<file path="config.mk">
export PLATFORM = sky130hd
export DESIGN_NAME = cv32e40p_wb_arbiter
export DESIGN_NICKNAME = d
export VERILOG_FILES = /design/src/rtl/cv32e40p_wb_arbiter.sv
export SDC_FILE = /design/constraint.sdc
export NUM_CORES = 1
export LEC_CHECK = 0
export CAP_MARGIN = 10
export CORE_MARGIN = 2
export CORE_UTILIZATION = 25
export CTS_CLUSTER_DIAMETER = 120
export DETAILED_ROUTE_END_ITERATION = 6
export GPL_TIMING_DRIVEN = 0
export RECOVER_POWER = 50
export SLEW_MARGIN = 25
export SYNTH_ARGS = -nofsm -noshare
export SYNTH_HDL_FRONTEND = slang
export SYNTH_SLANG_ARGS = --single-unit
</file>
<file path="constraint.sdc">
create_clock -name clk -period 17.6 [get_ports clk]
set_clock_uncertainty 0.2 [all_clocks]
set_input_delay 3.52 -clock clk [delete_from_list [all_inputs] [get_ports clk]]
set_output_delay 3.52 -clock clk [all_outputs]
set_load 0.01 [all_outputs]
</file>
<file path="src/rtl/cv32e40p_wb_arbiter.sv">
// Register-file write-back arbiter: NUM_CH result channels, each with a DEPTH-entry FIFO and bypass.
// Define WB_ARB_PERF_EN to build the saturating stall-cycle counter on perf_stall_cnt_o.
module cv32e40p_wb_arbiter #(
  parameter int NUM_CH = 4,
  parameter int DEPTH  = 2,
  parameter int ADDR_W = 6,
  parameter int DATA_W = 32,
  parameter int ARB_RR = 1,
  parameter int CNT_W  = 16
) (
  input  logic                       clk,
  input  logic                       rst,
  input  logic [NUM_CH-1:0]          ch_valid_i,
  output logic [NUM_CH-1:0]          ch_ready_o,
  input  logic [NUM_CH*ADDR_W-1:0]   ch_waddr_i,
  input  logic [NUM_CH*DATA_W-1:0]   ch_wdata_i,
  input  logic                       flush_i,
  output logic                       wb_valid_o,
  input  logic                       wb_ready_i,
  output logic [ADDR_W-1:0]          wb_waddr_o,
  output logic [DATA_W-1:0]          wb_wdata_o,
  output logic [$clog2(NUM_CH)-1:0]  wb_ch_o,
  output logic                       busy_o,
  output logic                       contention_o,
  output logic [CNT_W-1:0]           perf_stall_cnt_o
);

  localparam int IW = $clog2(NUM_CH);
  localparam int PW = (DEPTH > 1) ? $clog2(DEPTH) : 1;
  localparam int CW = $clog2(DEPTH + 1);

  logic [ADDR_W-1:0] r_addrMem [NUM_CH][DEPTH];
  logic [DATA_W-1:0] r_dataMem [NUM_CH][DEPTH];
  logic [PW-1:0]     r_head    [NUM_CH];
  logic [PW-1:0]     r_tail    [NUM_CH];
  logic [CW-1:0]     r_count   [NUM_CH];
  logic [IW-1:0]     r_rrPtr;

  logic [NUM_CH-1:0] w_nonEmpty;
  logic [NUM_CH-1:0] w_ready;
  logic [NUM_CH-1:0] w_accept;
  logic [NUM_CH-1:0] w_req;
  logic [NUM_CH-1:0] w_grant;
  logic [NUM_CH-1:0] w_pop;
  logic [NUM_CH-1:0] w_enq;
  logic [ADDR_W-1:0] w_headAddr [NUM_CH];
  logic [DATA_W-1:0] w_headData [NUM_CH];
  logic [IW-1:0]     w_grantIdx;
  logic              w_found;
  int                w_searchIdx;
  logic              w_xfer;

  function automatic logic [PW-1:0] ptrNext(input logic [PW-1:0] p);
    return (p == PW'(DEPTH - 1)) ? '0 : p + 1'b1;
  endfunction

  // Ready depends only on stored occupancy, so a popping full FIFO still reports not-ready.
  always_comb begin
    for (int i = 0; i < NUM_CH; i++) begin
      w_nonEmpty[i] = (r_count[i] != '0);
      w_ready[i]    = (r_count[i] < CW'(DEPTH));
      w_accept[i]   = ch_valid_i[i] & w_ready[i] & ~flush_i;
      w_req[i]      = w_nonEmpty[i] | (ch_valid_i[i] & w_ready[i]);
      w_headAddr[i] = w_nonEmpty[i] ? r_addrMem[i][r_head[i]] : ch_waddr_i[i*ADDR_W +: ADDR_W];
      w_headData[i] = w_nonEmpty[i] ? r_dataMem[i][r_head[i]] : ch_wdata_i[i*DATA_W +: DATA_W];
    end
  end

  always_comb begin
    w_grant     = '0;
    w_grantIdx  = '0;
    w_found     = 1'b0;
    w_searchIdx = 0;
    for (int k = 0; k < NUM_CH; k++) begin
      w_searchIdx = (ARB_RR != 0) ? (int'(r_rrPtr) + k) : k;
      if (w_searchIdx >= NUM_CH) w_searchIdx = w_searchIdx - NUM_CH;
      if (!w_found && w_req[w_searchIdx]) begin
        w_found              = 1'b1;
        w_grant[w_searchIdx] = 1'b1;
        w_grantIdx           = IW'(w_searchIdx);
      end
    end
  end

  assign ch_ready_o   = w_ready;
  assign wb_valid_o   = (|w_req) & ~flush_i;
  assign wb_waddr_o   = wb_valid_o ? w_headAddr[w_grantIdx] : '0;
  assign wb_wdata_o   = wb_valid_o ? w_headData[w_grantIdx] : '0;
  assign wb_ch_o      = wb_valid_o ? w_grantIdx : '0;
  assign busy_o       = |w_nonEmpty;
  assign contention_o = ($countones(w_req) >= 2);
  assign w_xfer       = wb_valid_o & wb_ready_i;

  // A bypassed result that is written this cycle never touches its FIFO.
  always_comb begin
    for (int i = 0; i < NUM_CH; i++) begin
      w_pop[i] = w_xfer & w_grant[i] & w_nonEmpty[i];
      w_enq[i] = w_accept[i] & ~(w_xfer & w_grant[i] & ~w_nonEmpty[i]);
    end
  end

  always_ff @(posedge clk or posedge rst) begin
    if (rst) begin
      for (int i = 0; i < NUM_CH; i++) begin
        r_head[i]  <= '0;
        r_tail[i]  <= '0;
        r_count[i] <= '0;
      end
      r_rrPtr <= '0;
    end else if (flush_i) begin
      for (int i = 0; i < NUM_CH; i++) begin
        r_head[i]  <= '0;
        r_tail[i]  <= '0;
        r_count[i] <= '0;
      end
      r_rrPtr <= '0;
    end else begin
      for (int i = 0; i < NUM_CH; i++) begin
        if (w_enq[i]) r_tail[i] <= ptrNext(r_tail[i]);
        if (w_pop[i]) r_head[i] <= ptrNext(r_head[i]);
        if (w_enq[i] && !w_pop[i]) r_count[i] <= r_count[i] + 1'b1;
        else if (!w_enq[i] && w_pop[i]) r_count[i] <= r_count[i] - 1'b1;
      end
      if (w_xfer && (ARB_RR != 0))
        r_rrPtr <= (w_grantIdx == IW'(NUM_CH - 1)) ? '0 : w_grantIdx + 1'b1;
    end
  end

  always_ff @(posedge clk) begin
    for (int i = 0; i < NUM_CH; i++) begin
      if (w_enq[i]) begin
        r_addrMem[i][r_tail[i]] <= ch_waddr_i[i*ADDR_W +: ADDR_W];
        r_dataMem[i][r_tail[i]] <= ch_wdata_i[i*DATA_W +: DATA_W];
      end
    end
  end

`ifdef WB_ARB_PERF_EN
  logic [CNT_W-1:0] r_stallCnt;
  logic             w_stall;

  // Flush cycles are not stalls: nothing is eligible to be written while flushing.
  assign w_stall = ~flush_i & ((|(w_req & ~w_grant)) | (wb_valid_o & ~wb_ready_i));

  always_ff @(posedge clk or posedge rst) begin
    if (rst) r_stallCnt <= '0;
    else if (w_stall && (r_stallCnt != '1)) r_stallCnt <= r_stallCnt + 1'b1;
  end

  assign perf_stall_cnt_o = r_stallCnt;
`else
  assign perf_stall_cnt_o = '0;
`endif

endmodule

</file>
* Word-level counts from Yosys, hierarchy flattened
Memories as Yosys holds them, arrays and structs flattened.
Cells that the tools add are included.
** Word-level totals
- Input port bits :: 160
- Memories :: 2
- Logic and storage cells :: 307
- Flip-flop bits (word level) :: 18
- Output and inout bits :: 63
- RAM bits :: 304
** Operators by class
- Multiplexer cells :: 134
- $add $sub $neg :: 27
- Reductions and logical operators :: 49
- Order comparisons :: 30
- Equality and inequality tests :: 1
- Bitwise gates (word level) :: 51
** Memories
- r_dataMem :: words 4, bits a word 64, rd ports 4, clocked after Yosys merged registers in 0, write ports 4, line 33 : logic [DATA_W-1:0] r_dataMem [NUM_CH][DEPTH];
- r_addrMem :: words 4, bits a word 12, rd ports 4, clocked after Yosys merged registers in 0, write ports 4, line 32 : logic [ADDR_W-1:0] r_addrMem [NUM_CH][DEPTH];
** Operator list (count)
- $mux 32 :: 27
- $mux 64 :: 4
- $mux 6 :: 23
- $demux 32 s1 :: 4
- $ge 32x1->1 const B :: 4
- $lt 32x4->1 const B :: 4
- $bmux 32 s2 :: 1
- $mux 12 :: 4
- $mux 1 :: 35
- $mux 2 :: 16
- $and 1x1->1 :: 26
- $reduce_bool 2->1 :: 13
- $demux 6 s1 :: 4
- $mux 4 :: 6
- $logic_and 1x1->1 :: 19
- $ge 2x2->1 const B :: 8
- $not 1->2 :: 8
- $bmux 6 s2 :: 1
- $ge 3x3->1 const B :: 4
- $or 4x4->4 :: 3
- $reduce_bool 3->1 :: 4
- $sub 3x3->4 const B :: 3
- $logic_not 1->1 :: 11
- $add 2x1->2 const B :: 5
- 19 further kinds :: 55

* Logic depth before layout (Yosys ltp)
- Depth after elaboration :: 25
- Gate-level depth with buffers :: 13
- Mapped depth without buffers :: 9

* Worst setup path before layout
Ideal clock, no wire load.
- Kind :: input -> output
- Start point :: input port ch_valid_i[1]
- End point :: output port wb_waddr_o[0]
- Path buffers :: 2
- Slack :: 8484 ps
- Data arrival time :: 5396 ps
- Stages :: 9
- Required time :: 13880 ps
- Cells stage by stage :: or4b_4 > or4_4 > a41oi_2 > nand2_1 > nor2b_4 > and2_4 > buf_6 > buf_6 > a22o_1
** On the way
- Longest elaborated chain between the ends :: 20
- Elaborated cells on any way between the ends :: 34
- Those cells by class :: 23 x mux; 4 x bitwise; 7 x reduce/logical
** Ends and longest elaborated chain
- start, declared :: line 13 : input logic [NUM_CH-1:0] ch_valid_i,
- $and 1x1->1 (*) :: line 63 : w_req[i] = w_nonEmpty[i] | (ch_valid_i[i] & w_ready[i]);
- $or 1x1->1 (*) :: line 63
- $bmux 1 s2 :: line 77 : if (!w_found && w_req[w_searchIdx]) begin
- $mux 1 (not written as such) (2 in a row) :: line 77
- $mux 1 :: line 77
- $logic_not 1->1 :: line 77
- $logic_and 1x1->1 :: line 77
- $mux 1 :: line 77
- (+2 left out)
- $mux 1 :: line 77
- $logic_not 1->1 :: line 77
- $logic_and 1x1->1 :: line 77
- $mux 2 :: line 77
- $not 2->3 (not written as such) :: line 87 : assign wb_waddr_o = wb_valid_o ? w_headAddr[w_grantIdx] : '0;
- $bmux 6 s2 :: line 87
- $mux 6 (not written as such) (2 in a row) :: line 87
- $mux 6 (*) :: line 87
- end, declared :: line 20 : output logic [ADDR_W-1:0] wb_waddr_o,
Every way passes the cells marked *; elsewhere a longest branch is shown, timed or not. The select of a mux whose other input is x is not followed.

* Worst setup path after layout
- Start point :: input port ch_valid_i[0]
- End point :: output port wb_wdata_o[2]
** On the way
- Longest elaborated chain between the ends :: 20
- Elaborated cells on any way between the ends :: 34
- Those cells by class :: 23 x mux; 4 x bitwise; 7 x reduce/logical
** Ends and longest elaborated chain
- $and 1x1->1 (*) :: line 63
- $or 1x1->1 (*) :: line 63
- $bmux 1 s2 :: line 77
- $mux 1 (not written as such) (2 in a row) :: line 77
- $mux 1 :: line 77
- $logic_not 1->1 :: line 77
- $logic_and 1x1->1 :: line 77
- $mux 1 :: line 77
- (+2 left out)
- $mux 1 :: line 77
- $logic_not 1->1 :: line 77
- $logic_and 1x1->1 :: line 77
- $mux 2 :: line 77
- $not 2->3 (not written as such) :: line 88 : assign wb_wdata_o = wb_valid_o ? w_headData[w_grantIdx] : '0;
- $bmux 32 s2 :: line 88
- $mux 32 (not written as such) (2 in a row) :: line 88
- $mux 32 (*) :: line 88
- end, declared :: line 21 : output logic [DATA_W-1:0] wb_wdata_o,
Marked as above.

==> flow_results.org <==
** Status
- The run finished with clean final reports.

** Timing
- Based on the critical path, the design can be clocked at up to 0.08608 GHz.
- Number of failing hold endpoints at the final stage :: 0
- Fin Hold WS :: 0.4092 ns
- Setup repair after global routing missed its margin :: no
- Headroom to the max-slew limit came out at 3.663%.
- Min Clock Period, post-route :: 11.62 ns
- Summed over all failing endpoints, the final setup total negative slack is 0 ns.
- Slew at the pin closest to its max-slew limit :: between 1 and 1.5 ns
- Number of failing setup endpoints in the final timing report :: 0
- Period Utilization, post-route :: 66.00%
- The number of max-slew violations in the final report is 0.

** Routing
- The detail route stage leaves a number of antenna-violating nets equal to 0.
- For this block, the initial DRC count from the detailed router was between 700 and 800.
- After detailed routing, the number of remaining DRC violations is 0.
- Detailed-router iteration count before antenna repair :: 5
- WL/cell :: 20.24 um
- After detailed routing, the number of vias per cell comes to 4.626.
- Number of vias after detailed routing :: 10660
- Total wire length :: ~47 mm

** Global route
- The number of antenna violations at the first check in global routing was 34.
- Wire length of the first global-routing pass :: 67.83 mm
- Global route overflow :: 0
- Global routing usage summed across all routing layers :: 14.19%
- Via count of the first global-routing pass :: 10510
- Entering global routing, the biggest net connects 21 pins.

** CTS
- In this run the clock root is driven by a clkbuf_16.
- TritonCTS built the clock tree.
- In this run, post-CTS hold repair placed 0 buffers.
- Buffers inserted during clock tree synthesis total 35.
- In this run the deepest clock path goes through 3 buffers.
- Deepest level of the CTS H-tree :: 2
- Post-CTS Setup Inserts :: 0
- CTS clk-pin slew, worst paths :: 0.06 ns
- Clock tree synthesis found a total of 322 sinks.
- Clk_lat worst skew :: 0.54 ns
- Number of gates resized after CTS :: 0

** Yosys
- In the synthesized netlist, the cells that appear most often are edfxtp_1 (304), mux2i_1 (229), nor2_1 (168), a21oi_1 (164), clkbuf_1 (46).
- Share of flip-flops with an asynchronous set or reset after synthesis :: roughly 5.6%
- Sequential cells were found to cover 62.00% of the synthesized design area.
- The most used flip-flop cell after synthesis is edfxtp_1.
- Post-synth EDFFs :: 304
- Summing every instance area after synthesis gives 15450 um^2.
- Post-synthesis cell type count :: 64
- Of all cell types, the one taking the most synthesized area is edfxtp_1.
- Dominant cells by area after synthesis :: edfxtp_1 (59%), mux2i_1 (15%), a21oi_1 (5.3%)
- Of the post-synthesis cell area, the dominant cell type holds approximately three fifths.
- Count of state elements after synthesis :: roughly 320
- Counting every instance in the synthesized netlist gives 1188.
- During synthesis, Yosys emitted a total of 0 warnings.
- A synthesized cell averages 13.00 um^2.
- Top-count cell post-synth :: edfxtp_1

** Power and ir drop
- For this design the ratio of total power to cell area is 139.1 nW/um^2.
- Switching power total :: 1.000 mW
- The internal power of the cells totals roughly 1.8 mW.
- Fraction of power consumed by sequential logic :: 33.7%
- The clock network accounts for 24.6% of the total power.
- Power share of the combinational group :: 41.7%
- Lkg Pwr :: between 6 and 7 nW
- Peak supply drop :: slightly above 60 uV
- In this run switching power makes up a little over a third of total power.

** Setup path
- Data required time at the worst endpoint :: 13.88 ns
- Worst Setup Start Kind :: input port
- Category of the most critical setup path :: in -> out
- STA puts the critical path data arrival time at 7.90 ns.
- Worst-path fanout max :: 10
- STA classifies the critical path endpoint as an output pin.

** Floorplanning
- Placeable core area :: 61370 um^2
- The floorplan has 91 rows.
- Overall die area :: 63800 um^2
- Effective utilization at floorplan :: 25.17%
- I/O Pins :: 223
- Floorplan die height :: approximately 250 um
- Die span in x :: 252.6 um

** Place
- Number of placed instances with taps included :: 2233
- Weighted congestion reported at the end of routability-driven placement :: 0.8568
- Port Buf Inserts :: around 200
- Once detailed placement completed, the half-perimeter wirelength came to approximately 36 mm.

** Job
- Across the run, the number of max-cap violations was 0.

** Min path
- In this run the worst hold path is classified as reg -> reg.

** Final layout
- Layout overhead on the synthesized area :: 28.73%
- The net count of the finished layout is 1649.
- Excluding fillers, the count of instances in the completed layout stands at 2305.
- In the final layout, the share of cells above drive strength 1 is 9.767%.
==> power by group through the flow <==
| stage | sequential [mW] | clock (mW) | combinational (mW) |
|---|---|---|---|
| detailed placement | 0.948 | 0 | 1.18 |
| CTS | 0.932 | 0.698 | 1.18 |
| floorplan | 0.948 | 0 | 0.680 |
| finish | 0.932 | 0.681 | 1.15 |
| global route | 0.937 | 0.722 | 1.24 |
| global placement | 0.955 | 0 | 1.15 |
==> critical path, cell delays in order <==
cell	delay (ns)
dlygate4sd3_1	0.64
nor3_1	0.69
inv_1	0.28
a21oi_1	0.20
a211oi_1	0.07
o22ai_1	0.27
clkbuf_1	0.41
buf_2	0.43
mux2i_1	0.45
a22o_1	0.33
clkdlybuf4s50_1	0.59
==> final timing paths <==
kind                                        startpoint                         end  slack, ns  depth (start not counted)
worst max-delay path                     ch_valid_i[0]               wb_wdata_o[2]       5.98                         11
worst min-delay path             r_tail[2]$_DFFE_PP0P_       r_tail[2]$_DFFE_PP0P_       0.41                          2
worst max register to register  r_count[7]$_DFFE_PP0P_  r_dataMem[2][54]$_DFFE_PP_      11.59                         13
worst min register to register   r_tail[2]$_DFFE_PP0P_       r_tail[2]$_DFFE_PP0P_       0.41                          2
max in group asynchronous                          rst       r_tail[1]$_DFFE_PP0P_      13.25                          2
min in group asynchronous                          rst      r_count[6]$_DFFE_PP0P_       3.42                          2
==> metal layers <==
metal / global-route usage (%) / vias up / wire, um
li1: - / 5029 / -
met1: 18.70 / 5196 / 20650
met2: 22.94 / 306 / 21650
met3: 3.244 / 108 / 2754
met4: 4.768 / 24 / 1450
met5: 0 / - / 146
==> cell type report <==
cell class | instances | area [um^2]
inverters | 14 | 52.55
clock buffers | 47 | 942.2
well taps | 790 | 988.4
fillers | 6049 | 41480
plain buffers | 99 | 523.0
clock inverters | 15 | 86.33
multi-input cells | 768 | 5304
diodes | 10 | 25.02
repair buffers | 240 | 2389
flip-flops and latches | 322 | 9579
==> layout by cell type (no fill, tap or decap), types with 9 or more instances in the layout <==
cell type / netlist / final
buf_4: 20 / 46
clkbuf_1: 46 / 58
edfxtp_1: 304 / 304
buf_6: 8 / 13
nand2_1: 22 / 22
inv_1: 10 / 11
buf_2: 14 / 13
buf_1: 11 / 11
conb_1: 1 / 16
clkbuf_16: 0 / 36
dfrtp_1: 18 / 18
clkdlybuf4s50_1: 0 / 48
nand3_1: 12 / 13
a21oi_1: 164 / 167
a22o_1: 38 / 38
mux2i_1: 229 / 229
o21ai_0: 7 / 9
diode_2: 0 / 10
dlygate4sd3_1: 0 / 158
nor2_1: 168 / 168
==> state kept, by name, summed over array words and instances (netlist names) <==
signal     count
r_tail         4
r_addrMem     48
r_rrPtr        2
r_count        8
r_dataMem    256
r_head         4
==> through the flow <==
stage / power (mW) / util (%) / cell area [um^2] / setup slack (ns)
detailed placement: 2.126 / 30.84 / 18930 / 6.554
floorplan: 1.627 / - / 15510 / 8.484
CTS: 2.814 / 32.52 / 19960 / 6.543
global route: 2.899 / 32.38 / 19870 / 5.745
finish: 2.766 / 32.41 / 19890 / 5.983
global placement: 2.102 / 30.24 / 18560 / 5.955
==> cell families (layout without fill, tap and decap cells) <==
group / after synthesis / after routing / synth area share (%)
other: 1 / 26 / 0.02427
adders and majority gates: 9 / 9 / 0.7775
DFF: 322 / 322 / 62.00
AOI/OAI and AO/OA: 245 / 245 / 9.905
and+or+nand+nor: 262 / 262 / 7.961
muxes: 235 / 235 / 15.54
xor gates and xnor gates: 1 / 1 / 0.05670
buffers and inverters: 113 / 415 / 3.733
No activity file was read; power rests on OpenSTA's default activity.
